$ cat config.mk
export PLATFORM = sky130hd
export DESIGN_NAME = mem_fifo_ctrl_flat
export DESIGN_NICKNAME = d
export VERILOG_FILES = /design/src/rtl/mem_fifo_ctrl_if.sv /design/src/rtl/mem_fifo_ctrl.sv /design/src/flat_wrapper.sv
export SDC_FILE = /design/constraint.sdc
export NUM_CORES = 1
export LEC_CHECK = 0
export CAP_MARGIN = 10
export CORE_AREA = 2 2 108 110
export DETAILED_ROUTE_END_ITERATION = 10
export DIE_AREA = 0 0 110 112
export DONT_BUFFER_PORTS = 1
export SLEW_MARGIN = 40
export SYNTH_ARGS = -nofsm -noshare
export SYNTH_HDL_FRONTEND = slang
export SYNTH_SLANG_ARGS = --single-unit
$ cat constraint.sdc
create_clock -name clock -period 2.7 [get_ports clock]
set_input_delay 0.135 -clock clock [delete_from_list [all_inputs] [get_ports clock]]
set_output_delay 0.135 -clock clock [all_outputs]
set_load 0.02 [all_outputs]
$ cat src/rtl/mem_fifo_ctrl_if.sv
// -----------------------------------------------------------------------------
// mem_fifo_ctrl_if
// Ready/valid handshake bundle between mem_fifo_ctrl and its producer/consumer.
//   enq_valid / enq_ready / enq_bits : producer pushes words into the FIFO
//   deq_valid / deq_ready / deq_bits : consumer pops the oldest word
// Modports:
//   master : the environment (drives enq_valid, enq_bits, deq_ready)
//   slave  : the FIFO controller (drives enq_ready, deq_valid, deq_bits)
// -----------------------------------------------------------------------------
interface mem_fifo_ctrl_if #(
  parameter int DATA_W = 64
);
  logic              enq_valid;
  logic              enq_ready;
  logic [DATA_W-1:0] enq_bits;
  logic              deq_valid;
  logic              deq_ready;
  logic [DATA_W-1:0] deq_bits;

  modport master (
    output enq_valid, enq_bits, deq_ready,
    input  enq_ready, deq_valid, deq_bits
  );

  modport slave (
    input  enq_valid, enq_bits, deq_ready,
    output enq_ready, deq_valid, deq_bits
  );
endinterface

$ cat src/rtl/mem_fifo_ctrl.sv
// -----------------------------------------------------------------------------
// mem_fifo_ctrl
// FIFO controller wrapped around a 1R1W memory whose write enable is tied high.
// The memory is written every cycle at mem_waddr, so the controller always
// points the write at the free tail slot; an enqueue simply advances the tail
// past the word just written. Capacity is therefore DEPTH-1.
// Ports:
//   clock, reset  : clock, asynchronous active-high reset
//   flush         : synchronous clear of head/tail/count
//   fifo          : handshake interface (slave side)
//   count         : number of stored words, 0..DEPTH-1
//   mem_raddr     : memory read address (head), combinational read
//   mem_rdata     : memory read data, forwarded as deq_bits
//   mem_waddr     : memory write address (tail), written every cycle
//   mem_wdata     : memory write data (enq_bits)
// -----------------------------------------------------------------------------
module mem_fifo_ctrl #(
  parameter int ADDR_W = 5,
  parameter int DATA_W = 64
) (
  input  logic              clock,
  input  logic              reset,
  input  logic              flush,
  mem_fifo_ctrl_if.slave    fifo,
  output logic [ADDR_W:0]   count,
  output logic [ADDR_W-1:0] mem_raddr,
  input  logic [DATA_W-1:0] mem_rdata,
  output logic [ADDR_W-1:0] mem_waddr,
  output logic [DATA_W-1:0] mem_wdata
);

  // One slot is sacrificed to absorb the unconditional memory write.
  localparam logic [ADDR_W:0]   FULL_CNT = {1'b0, {ADDR_W{1'b1}}};
  localparam logic [ADDR_W:0]   CNT_ZERO = {(ADDR_W+1){1'b0}};
  localparam logic [ADDR_W:0]   CNT_ONE  = {{ADDR_W{1'b0}}, 1'b1};
  localparam logic [ADDR_W-1:0] PTR_ZERO = {ADDR_W{1'b0}};
  localparam logic [ADDR_W-1:0] PTR_ONE  = {{(ADDR_W-1){1'b0}}, 1'b1};

  logic [ADDR_W-1:0] head_r;
  logic [ADDR_W-1:0] tail_r;
  logic [ADDR_W:0]   cnt_r;
  logic              enq_fire_s;
  logic              deq_fire_s;

  // Handshake, memory address and fire decodes straight from current state.
  always_comb begin
    fifo.enq_ready = 1'b0;
    fifo.deq_valid = 1'b0;
    if (cnt_r != FULL_CNT) begin
      fifo.enq_ready = 1'b1;
    end else begin
      fifo.enq_ready = 1'b0;
    end
    if (cnt_r != CNT_ZERO) begin
      fifo.deq_valid = 1'b1;
    end else begin
      fifo.deq_valid = 1'b0;
    end
    fifo.deq_bits = mem_rdata;
    mem_raddr     = head_r;
    mem_waddr     = tail_r;
    mem_wdata     = fifo.enq_bits;
    count         = cnt_r;
    enq_fire_s    = fifo.enq_valid & fifo.enq_ready;
    deq_fire_s    = fifo.deq_valid & fifo.deq_ready;
  end

  // Pointer and occupancy update; flush wins over any handshake that cycle.
  always_ff @(posedge clock or posedge reset) begin
    if (reset) begin
      head_r <= PTR_ZERO;
      tail_r <= PTR_ZERO;
      cnt_r  <= CNT_ZERO;
    end else if (flush) begin
      head_r <= PTR_ZERO;
      tail_r <= PTR_ZERO;
      cnt_r  <= CNT_ZERO;
    end else begin
      // Pointers wrap naturally at ADDR_W bits.
      if (enq_fire_s) begin
        tail_r <= tail_r + PTR_ONE;
      end
      if (deq_fire_s) begin
        head_r <= head_r + PTR_ONE;
      end
      case ({enq_fire_s, deq_fire_s})
        2'b10:   cnt_r <= cnt_r + CNT_ONE;
        2'b01:   cnt_r <= cnt_r - CNT_ONE;
        default: cnt_r <= cnt_r;
      endcase
    end
  end

endmodule

$ cat src/flat_wrapper.sv
// flat-port wrapper written by rule: the top's interface ports become plain ports
module mem_fifo_ctrl_flat 
#(
  parameter int ADDR_W = 5,
  parameter int DATA_W = 64
)
  (clock, reset, flush, count, mem_raddr, mem_rdata, mem_waddr, mem_wdata, fifo_enq_valid, fifo_enq_bits, fifo_deq_ready, fifo_enq_ready, fifo_deq_valid, fifo_deq_bits);
  mem_fifo_ctrl_if #(.DATA_W(DATA_W)) fifo_i ();
  input  logic clock;
  input  logic reset;
  input  logic flush;
  output logic [ADDR_W:0] count;
  output logic [ADDR_W-1:0] mem_raddr;
  input  logic [DATA_W-1:0] mem_rdata;
  output logic [ADDR_W-1:0] mem_waddr;
  output logic [DATA_W-1:0] mem_wdata;
  input wire logic [$bits(fifo_i.enq_valid)-1:0] fifo_enq_valid;
  input wire logic [$bits(fifo_i.enq_bits)-1:0] fifo_enq_bits;
  input wire logic [$bits(fifo_i.deq_ready)-1:0] fifo_deq_ready;
  output wire logic [$bits(fifo_i.enq_ready)-1:0] fifo_enq_ready;
  output wire logic [$bits(fifo_i.deq_valid)-1:0] fifo_deq_valid;
  output wire logic [$bits(fifo_i.deq_bits)-1:0] fifo_deq_bits;
  assign fifo_i.enq_valid = fifo_enq_valid;
  assign fifo_i.enq_bits = fifo_enq_bits;
  assign fifo_i.deq_ready = fifo_deq_ready;
  assign fifo_enq_ready = fifo_i.enq_ready;
  assign fifo_deq_valid = fifo_i.deq_valid;
  assign fifo_deq_bits = fifo_i.deq_bits;
  mem_fifo_ctrl #(.ADDR_W(ADDR_W), .DATA_W(DATA_W)) u_core (.clock(clock), .reset(reset), .flush(flush), .fifo(fifo_i), .count(count), .mem_raddr(mem_raddr), .mem_rdata(mem_rdata), .mem_waddr(mem_waddr), .mem_wdata(mem_wdata));
endmodule
==> impl_results.html <==
<table>
<tr><th>Metric</th><th>Value</th></tr>
<tr><th colspan="2">Placement</th></tr>
<tr><td>Placer's final routability congestion estimate</td><td>0.670</td></tr>
<tr><td>Count of port buffers added during placement</td><td>0</td></tr>
<tr><td>Post-DP HPWL</td><td>3.10 mm</td></tr>
<tr><td># placed instances</td><td>241</td></tr>
<tr><td>Worst slack after detailed placement</td><td>0.139 ns</td></tr>
<tr><th colspan="2">Cells and area</th></tr>
<tr><td>Nets</td><td>245</td></tr>
<tr><td>Proportion of layout cells with a drive suffix above 1</td><td>18.4%</td></tr>
<tr><td>Fin cells</td><td>246</td></tr>
<tr><td>Core utilization of the finished layout</td><td>11.7%</td></tr>
<tr><td>Antenna cells</td><td>0</td></tr>
<tr><td>Relative area change from synthesis to final layout</td><td>-32.0%</td></tr>
<tr><th colspan="2">CTS</th></tr>
<tr><td>Library cell used as clock root buffer</td><td>clkbuf_16</td></tr>
<tr><td>Clock latency on the worst-skew pair</td><td>0.24 ns</td></tr>
<tr><td>Number of levels in the clock H-tree</td><td>1</td></tr>
<tr><td>Longest Clk Path Bufs</td><td>2</td></tr>
<tr><td>Clock transition at path regs</td><td>0.05 ns</td></tr>
<tr><td>TritonCTS clock tree</td><td>yes</td></tr>
<tr><td>Count of clock tree sinks</td><td>16</td></tr>
<tr><td>Num CTS Buffers</td><td>3</td></tr>
<tr><td>Number of setup buffers added after CTS</td><td>0</td></tr>
<tr><th colspan="2">Critical path</th></tr>
<tr><td>Classification of the worst setup path</td><td>reg2reg</td></tr>
<tr><td>Startpoint types</td><td>flip-flop</td></tr>
<tr><td>Cell type of the slowest stage on the worst timing path</td><td>dfrtp_1</td></tr>
<tr><td>Highest fanout seen on the critical path</td><td>5</td></tr>
<tr><td>Worst path required time</td><td>2.82 ns</td></tr>
<tr><td>Largest stage delay on the critical path</td><td>0.43 ns</td></tr>
<tr><td>Critical path endpoint category</td><td>flip-flop</td></tr>
<tr><td>Gate family responsible for the most delay along the worst path</td><td>compound AO/OA/AOI/OAI gates</td></tr>
<tr><td>Worst path bufs/invs</td><td>0</td></tr>
<tr><td>Cells along the critical path</td><td>and4b_4 &gt; a31oi_4 &gt; nor2_4 &gt; ha_1 &gt; a211oi_1 &gt; o21bai_1 &gt; a21oi_1 &gt; mux2i_1 &gt; mux2_1</td></tr>
<tr><td>Data arrival time of the critical path</td><td>2.66 ns</td></tr>
<tr><th colspan="2">Flow run</th></tr>
<tr><td>Number of max-capacitance violations reported</td><td>0</td></tr>
<tr><th colspan="2">Synthesis</th></tr>
<tr><td>Post-synth design cell area</td><td>1920 sq um</td></tr>
<tr><td>Total nets after synthesis</td><td>360</td></tr>
<tr><td>Portion of the post-synthesis area used by sequential elements</td><td>20.8%</td></tr>
<tr><td>Cell count after synthesis</td><td>220</td></tr>
<tr><td>FF+latch count, synth</td><td>16</td></tr>
<tr><td>Asr flop ratio synth</td><td>100%</td></tr>
<tr><td>Warnings, synthesis</td><td>0</td></tr>
<tr><td>Cell taking the most area after synthesis</td><td>buf_4</td></tr>
<tr><td>Mean instance size in the synthesized netlist</td><td>8.74 sq um</td></tr>
<tr><td>Number of synthesized flops with an enable pin</td><td>0</td></tr>
<tr><td>Largest cells by area after synthesis</td><td>buf_4 50%, dfrtp_1 21%, ha_1 3.9%</td></tr>
<tr><td>Count leader, synth</td><td>buf_4</td></tr>
<tr><td>Yosys top cell area share</td><td>50.0%</td></tr>
<tr><td>Post-synth cell types</td><td>31</td></tr>
<tr><td>Synth Flop Type</td><td>dfrtp_1</td></tr>
<tr><td>Top post-synthesis cells by count</td><td>128 x buf_4, 17 x nor2_1, 16 x dfrtp_1, 6 x ha_1, 6 x xor2_1</td></tr>
<tr><th colspan="2">Route</th></tr>
<tr><td>Total number of vias</td><td>865</td></tr>
<tr><td>Wire length per cell after detailed routing</td><td>15.3 microns</td></tr>
<tr><td>Iteration count of the initial detailed-routing pass</td><td>3</td></tr>
<tr><td>Number of DRC markers after the initial detailed-route iteration</td><td>44</td></tr>
<tr><td>Number of vias per cell after detailed routing</td><td>3.52</td></tr>
<tr><td>Total wire length</td><td>3.78 mm</td></tr>
<tr><td>Remaining DRCs</td><td>0</td></tr>
<tr><td>Remaining antenna violation count</td><td>0</td></tr>
<tr><th colspan="2">STA</th></tr>
<tr><td>Post-route clock period utilization</td><td>93.9%</td></tr>
<tr><td>Final worst clock skew</td><td>0.00272 ns</td></tr>
<tr><td>Final-report setup violation count</td><td>0</td></tr>
<tr><td>Post-layout min period</td><td>2.54 ns</td></tr>
<tr><td>Setup slack after layout</td><td>0.164 ns</td></tr>
<tr><td>Summed negative setup slack over all endpoints</td><td>0 ns</td></tr>
<tr><td>Max-slew headroom at the worst pin</td><td>55.5%</td></tr>
<tr><td>Maximum operating frequency</td><td>394 MHz</td></tr>
<tr><td>Unrepaired setup endpoints after global routing</td><td>false</td></tr>
<tr><td>Slew Limit Fails</td><td>0</td></tr>
<tr><td>Worst Tran Pin Value</td><td>0.666 ns</td></tr>
<tr><td>Number of hold violations in the final report</td><td>0</td></tr>
<tr><th colspan="2">GRT</th></tr>
<tr><td>Number of antenna violations at the first check in global routing</td><td>0</td></tr>
<tr><td>Overflow left after global routing</td><td>0</td></tr>
<tr><td>Number of global-route vias before repair</td><td>901</td></tr>
<tr><td>Wire length of the first global-routing pass</td><td>5.31 mm</td></tr>
<tr><td>GRT Util Overall</td><td>6.07%</td></tr>
<tr><td>Pin count of the biggest net entering global routing</td><td>17</td></tr>
<tr><th colspan="2">Floorplanning</th></tr>
<tr><td>Core Box Area</td><td>11,200 sq um</td></tr>
<tr><td>I/O pins</td><td>279</td></tr>
<tr><td>Die height</td><td>112 microns</td></tr>
<tr><td>Placement Rows</td><td>39</td></tr>
<tr><td>Floorplan die area</td><td>12,300 sq um</td></tr>
<tr><td>Die outline width</td><td>110 microns</td></tr>
<tr><td>Initial cell density of the core</td><td>17.2%</td></tr>
<tr><th colspan="2">Min path</th></tr>
<tr><td>Classification of the worst-slack hold path</td><td>in2reg</td></tr>
<tr><th colspan="2">Power</th></tr>
<tr><td>Total power after layout</td><td>1.28 mW</td></tr>
<tr><td>Pleak</td><td>0.570 nW</td></tr>
<tr><td>Total power divided by cell area</td><td>981 nW/um^2</td></tr>
<tr><td>Peak VDD IR</td><td>0.000219 V</td></tr>
<tr><th colspan="2">Outcome</th></tr>
<tr><td>Result of the run</td><td>complete, no violations</td></tr>
</table>
-- report_power, final --
part | leakage, nW | internal [mW] | switching, mW
logic | 0.316 | 0.268 | 0.365
clock network | 0.0370 | 0.195 | 0.0925
registers | 0.217 | 0.288 | 0.0731
-- registers in the layout, summed over array words and instances (netlist names) --
register,flops
u_core.mem_raddr,5
u_core.mem_waddr,5
u_core.count,6
-- cell families (layout without fill, tap and decap cells) --
| kind of cell | Yosys count | count (layout) | share of synthesized area, % |
|---|---|---|---|
| buffers and inverters | 133 | 16 | 51.0 |
| AO/OA/AOI/OAI | 13 | 13 | 5.27 |
| flip-flops | 16 | 16 | 20.8 |
| AND/OR/NAND/NOR | 33 | 33 | 8.85 |
| multiplexers | 6 | 6 | 3.19 |
| adder cells (fa/ha/maj) | 7 | 7 | 4.95 |
| XOR/XNOR | 12 | 12 | 5.86 |
-- final cells by class --
type	instances	area, sq um
tap	143	179
sequential	16	400
fill	1255	9870
multi-input combinational	71	557
inverter	2	7.51
timing repair buffer	11	87.6
clock buffer	3	75.1
-- worst reg2reg max path: cells and delay by family (launching register included) --
family,cells,cell delay (ns)
multiplexers,2,0.58
adder cells (fa/ha/maj),1,0.26
AO/OA/AOI/OAI,4,0.63
flip-flops,1,0.43
AND/OR/NAND/NOR,2,0.52
-- worst paths after layout --
path                                     start                  end  slack, ns  cells after the start
setup / recovery               u_core.count[5]      u_core.count[5]       0.16                      9
hold / removal                           flush      u_core.count[5]       0.12                      2
setup reg to reg               u_core.count[5]      u_core.count[5]       0.16                      9
hold reg to reg            u_core.mem_waddr[4]  u_core.mem_waddr[4]       0.68                      2
max in group asynchronous                reset  u_core.mem_raddr[4]       1.84                      2
min in group asynchronous                reset  u_core.mem_waddr[3]       0.43                      2
-- layout by cell type, fill, tap and decap left out --
cell type	synthesis	final
clkbuf_16	0	3
dlygate4sd3_1	0	2
fa_1	1	1
nand3_1	1	1
ha_1	6	6
and4b_4	1	1
buf_4	128	9
a21boi_1	1	1
and2_1	1	1
inv_1	2	2
a21o_1	2	2
a21oi_1	4	4
dfrtp_1	16	16
nor3_2	1	1
nor2_1	17	16
nor2b_1	1	1
o21ai_0	1	1
nor4_4	0	1
xnor2_2	1	1
xnor2_1	5	5
and2_4	1	1
a21bo_1	1	1
xor2_1	6	6
a211oi_1	2	2
mux2_1	1	1
o21bai_1	1	1
nand4_1	4	4
a31oi_4	1	1
nand2_1	5	5
nor2_4	0	1
mux2i_1	5	5
-- per-stage QoR --
stage	instance area (sq um)	hold WS, ns
after floorplan	1920	0.0487
after global placement	1200	0.160
after detailed placement	1200	0.170
after CTS	1290	0.119
after global routing	1310	0.112
final	1310	0.122
-- metal layers --
| metal | global-route usage (%) | vias up | routed length (microns) | share of wire, % |
|---|---|---|---|---|
| met5 | 0 | - | 0 | 0 |
| met4 | 5.23 | 0 | 320 | 8.5 |
| met3 | 4.92 | 60 | 610 | 16 |
| met2 | 9.73 | 56 | 1830 | 48 |
| met1 | 4.45 | 412 | 1020 | 27 |
| li1 | - | 337 | - | - |
-- what timing repair did --
action / 4_1_cts / 5_1_grt
endpoints found under the setup margin: 0 / 1
endpoints found under the hold margin: 31 / 0
hold buffers: 2 / 0
gates resized for setup: 0 / 2
Power figures use the tool's default switching activity.
